**config.mk**
```make
export PLATFORM = sky130hd
export DESIGN_NAME = cnn_cmd_scheduler_flat
export DESIGN_NICKNAME = d
export VERILOG_FILES = /design/src/rtl/cnn_cmd_scheduler_pkg.sv /design/src/rtl/cnn_cmd_scheduler_if.sv /design/src/rtl/cnn_cmd_scheduler_fifo.sv /design/src/rtl/cnn_cmd_scheduler.sv /design/src/flat_wrapper.sv
export SDC_FILE = /design/constraint.sdc
export NUM_CORES = 1
export LEC_CHECK = 0
export CAP_MARGIN = 15
export CELL_PAD_IN_SITES_DETAIL_PLACEMENT = 0
export CELL_PAD_IN_SITES_GLOBAL_PLACEMENT = 1
export CORE_UTILIZATION = 33
export CTS_BUF_LIST = sky130_fd_sc_hd__clkbuf_16
export DETAILED_ROUTE_END_ITERATION = 6
export PLACE_DENSITY = 0.72
export REMOVE_ABC_BUFFERS = 1
export SLEW_MARGIN = 25
export SYNTH_ARGS = -nofsm -noshare
export SYNTH_HDL_FRONTEND = slang
export SYNTH_SLANG_ARGS = --single-unit
```
**constraint.sdc**
```tcl
create_clock -name clk -period 2.6 [get_ports clk]
set_input_delay 0.52 -clock clk [delete_from_list [all_inputs] [get_ports clk]]
set_output_delay 0.52 -clock clk [all_outputs]
set_load 0.02 [all_outputs]
```
**src/rtl/cnn_cmd_scheduler_pkg.sv**
```systemverilog
// Shared encodings for the CNN command scheduler: opcodes, FSM states,
// error bit positions and the size-code to word-count lookup.
package cnn_sched_pkg;

   typedef enum logic [2:0] {
      OP_SETUP = 3'd0,
      OP_CONV  = 3'd1,
      OP_RELU  = 3'd2,
      OP_POOL  = 3'd3,
      OP_FULL  = 3'd4
   } op_e;

   typedef enum logic [2:0] {
      S_IDLE,
      S_FETCH,
      S_CHECK,
      S_ISSUE,
      S_WAIT,
      S_DRAIN,
      S_GAP
   } state_e;

   localparam int unsigned ERR_OP       = 0;
   localparam int unsigned ERR_POOL     = 1;
   localparam int unsigned ERR_UNDERRUN = 2;
   localparam int unsigned ERR_TIMEOUT  = 3;

   localparam int unsigned CNT_W = 9;

   // Size code 0..3 maps to side 16/8/4/2; returns N = side*side.
   function automatic logic [CNT_W-1:0] size_words(input logic [1:0] code);
      case (code)
         2'd0:    return 9'd256;
         2'd1:    return 9'd64;
         2'd2:    return 9'd16;
         default: return 9'd4;
      endcase
   endfunction

endpackage

```
**src/rtl/cnn_cmd_scheduler_if.sv**
```systemverilog
// Host command/operand, engine and result signals of the CNN command scheduler.
interface cnn_cmd_scheduler_if;
   logic        cmd_valid;
   logic        cmd_ready;
   logic [2:0]  cmd_op;
   logic [1:0]  cmd_size;
   logic        dat_valid;
   logic        dat_ready;
   logic [31:0] dat_in;
   logic        eng_setup_en;
   logic        eng_in_valid;
   logic [31:0] eng_in_data;
   logic [1:0]  eng_action;
   logic [1:0]  eng_size;
   logic        eng_out_valid;
   logic [31:0] eng_out_data;
   logic        res_valid;
   logic [31:0] res_data;
   logic        res_last;
   logic        busy;
   logic [3:0]  err;
   logic        err_clr;

   modport master (
      output cmd_valid, cmd_op, cmd_size, dat_valid, dat_in,
             eng_out_valid, eng_out_data, err_clr,
      input  cmd_ready, dat_ready, eng_setup_en, eng_in_valid, eng_in_data,
             eng_action, eng_size, res_valid, res_data, res_last, busy, err
   );

   modport slave (
      input  cmd_valid, cmd_op, cmd_size, dat_valid, dat_in,
             eng_out_valid, eng_out_data, err_clr,
      output cmd_ready, dat_ready, eng_setup_en, eng_in_valid, eng_in_data,
             eng_action, eng_size, res_valid, res_data, res_last, busy, err
   );
endinterface

```
**src/rtl/cnn_cmd_scheduler_fifo.sv**
```systemverilog
// Synchronous show-ahead command FIFO with registered full/empty flags.
module cnn_cmd_fifo #(
   parameter int unsigned DEPTH = 4,
   parameter int unsigned W     = 5
) (
   input  logic         clk,
   input  logic         rst,
   input  logic         wr_en_i,
   input  logic [W-1:0] wr_data_i,
   input  logic         rd_en_i,
   output logic [W-1:0] rd_data_o,
   output logic         empty_o,
   output logic         full_o
);

   localparam int unsigned AW = $clog2(DEPTH);

   logic [W-1:0]  mem_q [DEPTH];
   logic [AW-1:0] wptr_q, rptr_q;
   logic [AW:0]   cnt_q, cnt_d;
   logic          full_q, empty_q;
   logic          do_wr, do_rd;

   // A write while full is accepted when the same cycle also pops.
   assign do_rd = rd_en_i & ~empty_q;
   assign do_wr = wr_en_i & (~full_q | do_rd);

   always_comb begin
      cnt_d = cnt_q;
      if (do_wr && !do_rd)
         cnt_d = cnt_q + 1'b1;
      else if (do_rd && !do_wr)
         cnt_d = cnt_q - 1'b1;
   end

   always_ff @(posedge clk or posedge rst) begin
      if (rst) begin
         wptr_q  <= '0;
         rptr_q  <= '0;
         cnt_q   <= '0;
         full_q  <= 1'b0;
         empty_q <= 1'b1;
      end else begin
         if (do_wr) wptr_q <= wptr_q + 1'b1;
         if (do_rd) rptr_q <= rptr_q + 1'b1;
         cnt_q   <= cnt_d;
         full_q  <= (cnt_d == (AW+1)'(DEPTH));
         empty_q <= (cnt_d == '0);
      end
   end

   always_ff @(posedge clk) begin
      if (do_wr) mem_q[wptr_q] <= wr_data_i;
   end

   assign rd_data_o = mem_q[rptr_q];
   assign empty_o   = empty_q;
   assign full_o    = full_q;

endmodule

```
**src/rtl/cnn_cmd_scheduler.sv**
```systemverilog
// Sequences one queued command at a time onto the CNN engine, frames the
// operand burst, collects the result burst and records sticky faults.
module cnn_cmd_scheduler
   import cnn_sched_pkg::*;
#(
   parameter int unsigned CMD_DEPTH = 4,
   parameter int unsigned TIMEOUT   = 1024,
   parameter int unsigned GAP       = 1
) (
   input logic          clk,
   input logic          rst,
   cnn_cmd_scheduler_if.slave sif
);

   localparam int unsigned WD_W  = $clog2(TIMEOUT + 1);
   localparam int unsigned GAP_W = (GAP > 1) ? $clog2(GAP) : 1;

   state_e           state_q, state_d;
   logic [2:0]       op_q, op_d;
   logic [1:0]       size_q, size_d;
   logic [1:0]       dim_q, dim_d;
   logic             dim_vld_q, dim_vld_d;
   logic [CNT_W-1:0] words_q, words_d;
   logic [CNT_W-1:0] exp_q, exp_d;
   logic [CNT_W-1:0] cnt_q, cnt_d;
   logic             started_q, started_d;
   logic [WD_W-1:0]  wd_q, wd_d;
   logic [GAP_W-1:0] gcnt_q, gcnt_d;
   logic [3:0]       err_q, err_d;
   logic             res_valid_q, res_valid_d;
   logic [31:0]      res_data_q, res_data_d;
   logic             res_last_q, res_last_d;

   logic             fifo_push, fifo_pop, fifo_empty, fifo_full;
   logic [4:0]       fifo_rdata;
   logic [3:0]       new_err;
   logic [CNT_W-1:0] rx;
   logic             issuing;
   logic             dat_ready, setup_en, in_valid;
   logic [31:0]      in_data;
   logic [1:0]       action, eng_size;

   assign fifo_push = sif.cmd_valid & ~fifo_full;

   cnn_cmd_fifo #(.DEPTH(CMD_DEPTH), .W(5)) u_fifo (
      .clk       (clk),
      .rst       (rst),
      .wr_en_i   (fifo_push),
      .wr_data_i ({sif.cmd_op, sif.cmd_size}),
      .rd_en_i   (fifo_pop),
      .rd_data_o (fifo_rdata),
      .empty_o   (fifo_empty),
      .full_o    (fifo_full)
   );

   always_comb begin
      state_d     = state_q;
      op_d        = op_q;
      size_d      = size_q;
      dim_d       = dim_q;
      dim_vld_d   = dim_vld_q;
      words_d     = words_q;
      exp_d       = exp_q;
      cnt_d       = cnt_q;
      started_d   = started_q;
      wd_d        = wd_q;
      gcnt_d      = gcnt_q;
      res_valid_d = 1'b0;
      res_data_d  = res_data_q;
      res_last_d  = 1'b0;
      new_err     = '0;
      rx          = '0;
      issuing     = 1'b0;
      fifo_pop    = 1'b0;
      dat_ready   = 1'b0;
      setup_en    = 1'b0;
      in_valid    = 1'b0;
      in_data     = '0;
      action      = '0;
      eng_size    = '0;

      case (state_q)
         S_IDLE: if (!fifo_empty) state_d = S_FETCH;
         S_FETCH: begin
            fifo_pop = 1'b1;
            op_d     = fifo_rdata[4:2];
            size_d   = fifo_rdata[1:0];
            state_d  = S_CHECK;
         end
         S_CHECK: begin
            cnt_d     = '0;
            started_d = 1'b0;
            gcnt_d    = '0;
            if (op_q > OP_FULL || (op_q != OP_SETUP && !dim_vld_q)) begin
               new_err[ERR_OP] = 1'b1;
               state_d         = S_GAP;
            end else if (op_q == OP_POOL && dim_q == 2'd3) begin
               new_err[ERR_POOL] = 1'b1;
               state_d           = S_GAP;
            end else begin
               state_d = S_ISSUE;
               case (op_q)
                  OP_SETUP: begin words_d = size_words(size_q); exp_d = size_words(size_q); end
                  OP_CONV:  begin words_d = 9'd9; exp_d = size_words(dim_q); end
                  OP_RELU:  begin words_d = 9'd1; exp_d = size_words(dim_q); end
                  OP_POOL:  begin words_d = 9'd1; exp_d = size_words(dim_q + 2'd1); end
                  default:  begin words_d = size_words(dim_q); exp_d = size_words(dim_q); end
               endcase
            end
         end
         S_ISSUE: begin
            dat_ready = 1'b1;
            case (op_q)
               OP_RELU: action = 2'd1;
               OP_POOL: action = 2'd2;
               OP_FULL: action = 2'd3;
               default: action = 2'd0;
            endcase
            if (op_q == OP_SETUP) eng_size = size_q;
            // Once the first word goes out the burst runs to length, zero-filling gaps.
            issuing = started_q | sif.dat_valid;
            if (issuing) begin
               started_d = 1'b1;
               if (op_q == OP_SETUP) setup_en = 1'b1;
               else                  in_valid = 1'b1;
               in_data = sif.dat_valid ? sif.dat_in : '0;
               if (started_q && !sif.dat_valid) new_err[ERR_UNDERRUN] = 1'b1;
               if (op_q == OP_SETUP && !started_q) begin
                  dim_d     = size_q;
                  dim_vld_d = 1'b1;
               end
               cnt_d = cnt_q + 1'b1;
               if (cnt_q == words_q - 1'b1) begin
                  cnt_d   = '0;
                  wd_d    = '0;
                  state_d = S_WAIT;
               end
            end
         end
         S_WAIT, S_DRAIN: begin
            if (sif.eng_out_valid) begin
               rx          = (state_q == S_WAIT) ? 9'd1 : cnt_q + 1'b1;
               cnt_d       = rx;
               res_valid_d = 1'b1;
               res_data_d  = sif.eng_out_data;
               state_d     = S_DRAIN;
               if (rx == exp_q) begin
                  res_last_d = 1'b1;
                  gcnt_d     = '0;
                  state_d    = S_GAP;
                  if (op_q == OP_POOL) dim_d = dim_q + 2'd1;
               end
            end else if (state_q == S_WAIT) begin
               if (wd_q == WD_W'(TIMEOUT - 1)) begin
                  new_err[ERR_TIMEOUT] = 1'b1;
                  gcnt_d               = '0;
                  state_d              = S_GAP;
               end else begin
                  wd_d = wd_q + 1'b1;
               end
            end
         end
         S_GAP: begin
            if (gcnt_q == GAP_W'(GAP - 1))
               state_d = fifo_empty ? S_IDLE : S_FETCH;
            else
               gcnt_d = gcnt_q + 1'b1;
         end
         default: state_d = S_IDLE;
      endcase

      err_d = (sif.err_clr ? 4'b0000 : err_q) | new_err;
   end

   always_ff @(posedge clk or posedge rst) begin
      if (rst) begin
         state_q     <= S_IDLE;
         op_q        <= '0;
         size_q      <= '0;
         dim_q       <= '0;
         dim_vld_q   <= 1'b0;
         words_q     <= '0;
         exp_q       <= '0;
         cnt_q       <= '0;
         started_q   <= 1'b0;
         wd_q        <= '0;
         gcnt_q      <= '0;
         err_q       <= '0;
         res_valid_q <= 1'b0;
         res_data_q  <= '0;
         res_last_q  <= 1'b0;
      end else begin
         state_q     <= state_d;
         op_q        <= op_d;
         size_q      <= size_d;
         dim_q       <= dim_d;
         dim_vld_q   <= dim_vld_d;
         words_q     <= words_d;
         exp_q       <= exp_d;
         cnt_q       <= cnt_d;
         started_q   <= started_d;
         wd_q        <= wd_d;
         gcnt_q      <= gcnt_d;
         err_q       <= err_d;
         res_valid_q <= res_valid_d;
         res_data_q  <= res_data_d;
         res_last_q  <= res_last_d;
      end
   end

   assign sif.cmd_ready    = ~fifo_full;
   assign sif.dat_ready    = dat_ready;
   assign sif.eng_setup_en = setup_en;
   assign sif.eng_in_valid = in_valid;
   assign sif.eng_in_data  = in_data;
   assign sif.eng_action   = action;
   assign sif.eng_size     = eng_size;
   assign sif.res_valid    = res_valid_q;
   assign sif.res_data     = res_data_q;
   assign sif.res_last     = res_last_q;
   assign sif.busy         = (state_q != S_IDLE) | ~fifo_empty;
   assign sif.err          = err_q;

endmodule

```
**src/flat_wrapper.sv**
```systemverilog
// flat-port wrapper written by rule: the top's interface ports become plain ports
module cnn_cmd_scheduler_flat import cnn_sched_pkg::*;
#(
   parameter int unsigned CMD_DEPTH = 4,
   parameter int unsigned TIMEOUT   = 1024,
   parameter int unsigned GAP       = 1
)
  (clk, rst, sif_cmd_valid, sif_cmd_op, sif_cmd_size, sif_dat_valid, sif_dat_in, sif_eng_out_valid, sif_eng_out_data, sif_err_clr, sif_cmd_ready, sif_dat_ready, sif_eng_setup_en, sif_eng_in_valid, sif_eng_in_data, sif_eng_action, sif_eng_size, sif_res_valid, sif_res_data, sif_res_last, sif_busy, sif_err);
  cnn_cmd_scheduler_if sif_i ();
  input logic clk;
  input logic rst;
  input wire logic [$bits(sif_i.cmd_valid)-1:0] sif_cmd_valid;
  input wire logic [$bits(sif_i.cmd_op)-1:0] sif_cmd_op;
  input wire logic [$bits(sif_i.cmd_size)-1:0] sif_cmd_size;
  input wire logic [$bits(sif_i.dat_valid)-1:0] sif_dat_valid;
  input wire logic [$bits(sif_i.dat_in)-1:0] sif_dat_in;
  input wire logic [$bits(sif_i.eng_out_valid)-1:0] sif_eng_out_valid;
  input wire logic [$bits(sif_i.eng_out_data)-1:0] sif_eng_out_data;
  input wire logic [$bits(sif_i.err_clr)-1:0] sif_err_clr;
  output wire logic [$bits(sif_i.cmd_ready)-1:0] sif_cmd_ready;
  output wire logic [$bits(sif_i.dat_ready)-1:0] sif_dat_ready;
  output wire logic [$bits(sif_i.eng_setup_en)-1:0] sif_eng_setup_en;
  output wire logic [$bits(sif_i.eng_in_valid)-1:0] sif_eng_in_valid;
  output wire logic [$bits(sif_i.eng_in_data)-1:0] sif_eng_in_data;
  output wire logic [$bits(sif_i.eng_action)-1:0] sif_eng_action;
  output wire logic [$bits(sif_i.eng_size)-1:0] sif_eng_size;
  output wire logic [$bits(sif_i.res_valid)-1:0] sif_res_valid;
  output wire logic [$bits(sif_i.res_data)-1:0] sif_res_data;
  output wire logic [$bits(sif_i.res_last)-1:0] sif_res_last;
  output wire logic [$bits(sif_i.busy)-1:0] sif_busy;
  output wire logic [$bits(sif_i.err)-1:0] sif_err;
  assign sif_i.cmd_valid = sif_cmd_valid;
  assign sif_i.cmd_op = sif_cmd_op;
  assign sif_i.cmd_size = sif_cmd_size;
  assign sif_i.dat_valid = sif_dat_valid;
  assign sif_i.dat_in = sif_dat_in;
  assign sif_i.eng_out_valid = sif_eng_out_valid;
  assign sif_i.eng_out_data = sif_eng_out_data;
  assign sif_i.err_clr = sif_err_clr;
  assign sif_cmd_ready = sif_i.cmd_ready;
  assign sif_dat_ready = sif_i.dat_ready;
  assign sif_eng_setup_en = sif_i.eng_setup_en;
  assign sif_eng_in_valid = sif_i.eng_in_valid;
  assign sif_eng_in_data = sif_i.eng_in_data;
  assign sif_eng_action = sif_i.eng_action;
  assign sif_eng_size = sif_i.eng_size;
  assign sif_res_valid = sif_i.res_valid;
  assign sif_res_data = sif_i.res_data;
  assign sif_res_last = sif_i.res_last;
  assign sif_busy = sif_i.busy;
  assign sif_err = sif_i.err;
  cnn_cmd_scheduler #(.CMD_DEPTH(CMD_DEPTH), .TIMEOUT(TIMEOUT), .GAP(GAP)) u_core (.clk(clk), .rst(rst), .sif(sif_i));
endmodule
```
==> parameters.txt <==
Parameter                              Value

Cells and area
  Fraction of layout instances using a drive strength above 1    10.0%
  Final core utilization    46.9%
  FILL cells    1650
  Synthesis-to-layout area growth    36.7%
  Number of nets in the finished design    846
  Leading cell type in the layout, fill and taps excluded    nand2_1
  Highest-count cells in the layout ignoring fill and taps    nand2_1 (144), clkdlybuf4s50_1 (114), dfrtp_1 (86)
  Count of inserted antenna diode cells    0

Critical path
  Endpoint arrival time on the critical path    1.97 ns
  Crit Path Class    in2out
  Sort of element at the end of the critical path    primary output
  Setup crit start kind    input pin
  Required time at the endpoint of the critical path    2.08 ns
  Largest fanout on the critical path    34

Power
  Net switching component of the power    3.22 mW
  Part of the total power dissipated in the clock network    18.2%
  Maximum resistive drop on vdd    449 uV
  Relative contribution of combinational cells to total power    46.8%
  Sequential power share    35.1%
  Power per cell area    1020 nW/um^2
  Internal power component    4.86 mW
  Sw Ratio    39.9%
  Leakage component of the power    3.54 nW

Logic synthesis
  Async S/R FF share, synth    81.7%
  Top cells by area, synth    dfrtp_1 (38%), edfxtp_1 (10%), nand2_1 (9.4%), and2_1 (4.4%), ha_1 (3.7%)
  Synth top area share    38.2%
  Area leader, netlist    dfrtp_1
  EDFF count, synth    20
  Post-synthesis instance total    598
  Warnings from Yosys    0
  Main flop type after synthesis    dfrtp_1
  Avg Cell Area, Syn    9.64 um^2
  Synth Cell Area    5770 um^2
  Sequential fraction of the synthesis area    49.1%
  Number of different library cells in the post-synthesis netlist    74
  Flip-flop and latch count after synthesis    109

Floorplanning
  Placeable core region    16800 um^2
  Die outline area    18000 um^2
  Die Y-Extent    134 um
  Initial Utilization    34.3%
  Top Ports    154
  Die extent in x    134 um
  Number of core rows    47

Timing
  Final hold violation count    0
  Unrepaired setup endpoints after global routing    false
  Count of final max-slew check failures    0
  Final setup fails    0
  Slew at the pin closest to its max-slew limit    0.681 ns
  Fin Hold WS    0.475 ns
  Clock Skew    0.0101 ns
  Highest clock frequency the design can meet    401 MHz
  Final period demand of the worst path    2.49 ns
  Relative slew slack    54.3%
  Period utilisation layout    95.9%
  Accumulated negative setup slack    0 ns

Placement
  Placed wire-length estimate    11.4 mm
  Number of port buffers    153
  Routability congestion estimate from global placement    0.810

CTS
  Number of buffers inserted to repair setup after CTS    0
  Inserted Clock Buffers    9
  Deepest level of the CTS H-tree    3
  Root cell of the clock tree    clkbuf_16
  CTS tree    yes
  Max clock buf depth    2
  Clock Latency Late Sink    0.36 ns
  Number of sinks on the clock net    109
  Clock Pin Slew Worst Setup and Hold Paths    0.07 ns

GRT
  Number of antenna violations at the first check in global routing    0
  Total GRT Usage    17.4%
  Vias in the first global route    4761
  First-pass GRT wire length    24.6 mm
  Pin count of the biggest net entering global routing    90
  Remaining global-route overflow    0

Detailed routing
  Vias after detailed routing    4732
  DRT iter0 DRCs    271
  TritonRoute pass-1 iters    5
  WL per Instance    15.4 um
  # DRC    0
  Total Wirelength    15.0 mm
  Remaining antenna violation count after routing    0
  Via density    4.83

Status
  Run status    finished clean

Flow run
  Max-Cap Viols    0

Min path
  Worst hold path class    reg2reg
## cells in the mapped netlist, drive strengths merged (2+ instances only)
master,number
a21oi,24
or3,4
clkbuf,15
edfxtp,20
and2,42
o32ai,2
nand3,11
buf,17
nor2,31
xnor2,13
mux4,5
a21o,2
nand2,147
o31ai,5
inv,24
and3,10
a22oi,3
nand4,3
dfrtp,88
a211oi,4
o211ai,4
nand2b,6
o21a,7
nor2b,6
o21ai,28
nor3,8
nor4b,2
a31oi,5
a221oi,4
xor2,8
nor4,5
o21bai,2
ha,17
mux2,3
mux2i,4
## path summary, 6_finish.rpt
check,from,slack [ns],end,cells past startpoint
max,sif_dat_valid,0.11,sif_eng_in_data[24],5
min,u_core.sif.res_data[14]$_DFFE_PP0P_,0.47,u_core.sif.res_data[14]$_DFFE_PP0P_,2
max reg2reg,u_core.words_q[0]$_DFFE_PP0P_,0.23,u_core.wd_q[0]$_DFFE_PP0P_,8
min reg2reg,u_core.sif.res_data[14]$_DFFE_PP0P_,0.47,u_core.sif.res_data[14]$_DFFE_PP0P_,2
max in group asynchronous,rst,1.59,u_core.op_q[0]$_DFFE_PP0N_,3
min in group asynchronous,rst,0.57,u_core.cnt_q[3]$_DFFE_PP0P_,3
## power groups by stage
stage / Combinational, mW / Clock, mW / Sequential [mW]
after global routing: 4.15 / 1.57 / 2.93
after detailed placement: 3.88 / 0 / 2.86
after global placement: 3.83 / 0 / 2.84
after CTS: 3.83 / 1.51 / 2.84
final: 3.78 / 1.47 / 2.83
after floorplan: 1.91 / 0 / 3.13
## metrics by stage
stage | instances | total power [mW] | instance area (um^2) | worst slack (ns)
4_1_cts | 979 | 8.18 | 7870 | 0.0160
5_1_grt | 979 | 8.64 | 7880 | 0.00758
2_1_floorplan | 566 | 5.04 | 5590 | -0.225
3_5_place_dp | 963 | 6.75 | 7600 | -0.170
6_report | 979 | 8.08 | 7880 | 0.107
3_3_place_gp | 963 | 6.67 | 7600 | -0.114
## logic make-up (layout without fill, tap and decap cells)
logic type      Yosys count  count (layout)  share of synthesized area, %
flops                   109             109                          49.1
fa+ha+maj                17              17                          3.69
mux                      12              12                          3.51
compound gates          103             103                          12.1
simple gates            280             280                          23.9
buf+inv                  56             217                          4.60
xor+xnor                 21              21                          3.19
## per-layer routing
layer / track usage, % / share of wire, %
met5: 0 / 0
met3: 3.36 / 2.2
met1: 21.1 / 43
met4: 7.30 / 2.8
met2: 30.3 / 52
## cell type report
type                    count  area, um^2  share of cell area [%]
flip-flops and latches    109        2830                    35.9
multi-input cells         433        2680                    33.9
repair buffers            177        1700                    21.6
well taps                 220         275                    3.49
clock buffers               9         225                    2.86
inverters                  24        91.3                    1.16
clock inverters             7        86.3                    1.10
## critical path, cell delays in order
cell and delay (ns):
clkdlybuf4s50_1 0.54, and3_1 0.23, buf_12 0.17, and2_1 0.15
dlygate4sd2_1 0.36
## state kept, by name, indices dropped and copies added, names as in the netlist, 2 cells and up
name and cells:
u_core.sif.res_data 32, u_core.dim_q 2, u_core.u_fifo.cnt_q 3, u_core.size_q 2, u_core.sif.err 4, u_core.op_q 3
u_core.words_q 6, u_core.exp_q 4, u_core.state_q 3, u_core.u_fifo.mem_q 20, u_core.wd_q 11, u_core.u_fifo.wptr_q 2
u_core.cnt_q 9, u_core.u_fifo.rptr_q 2
## repair_timing
action                     in CTS  in global routing
hold buffers                    0                  0
setup endpoints to repair      36                  3
gates cloned                    0                  0
resized for setup              37                  5
Note: power is estimated with default switching activity, not from simulation.
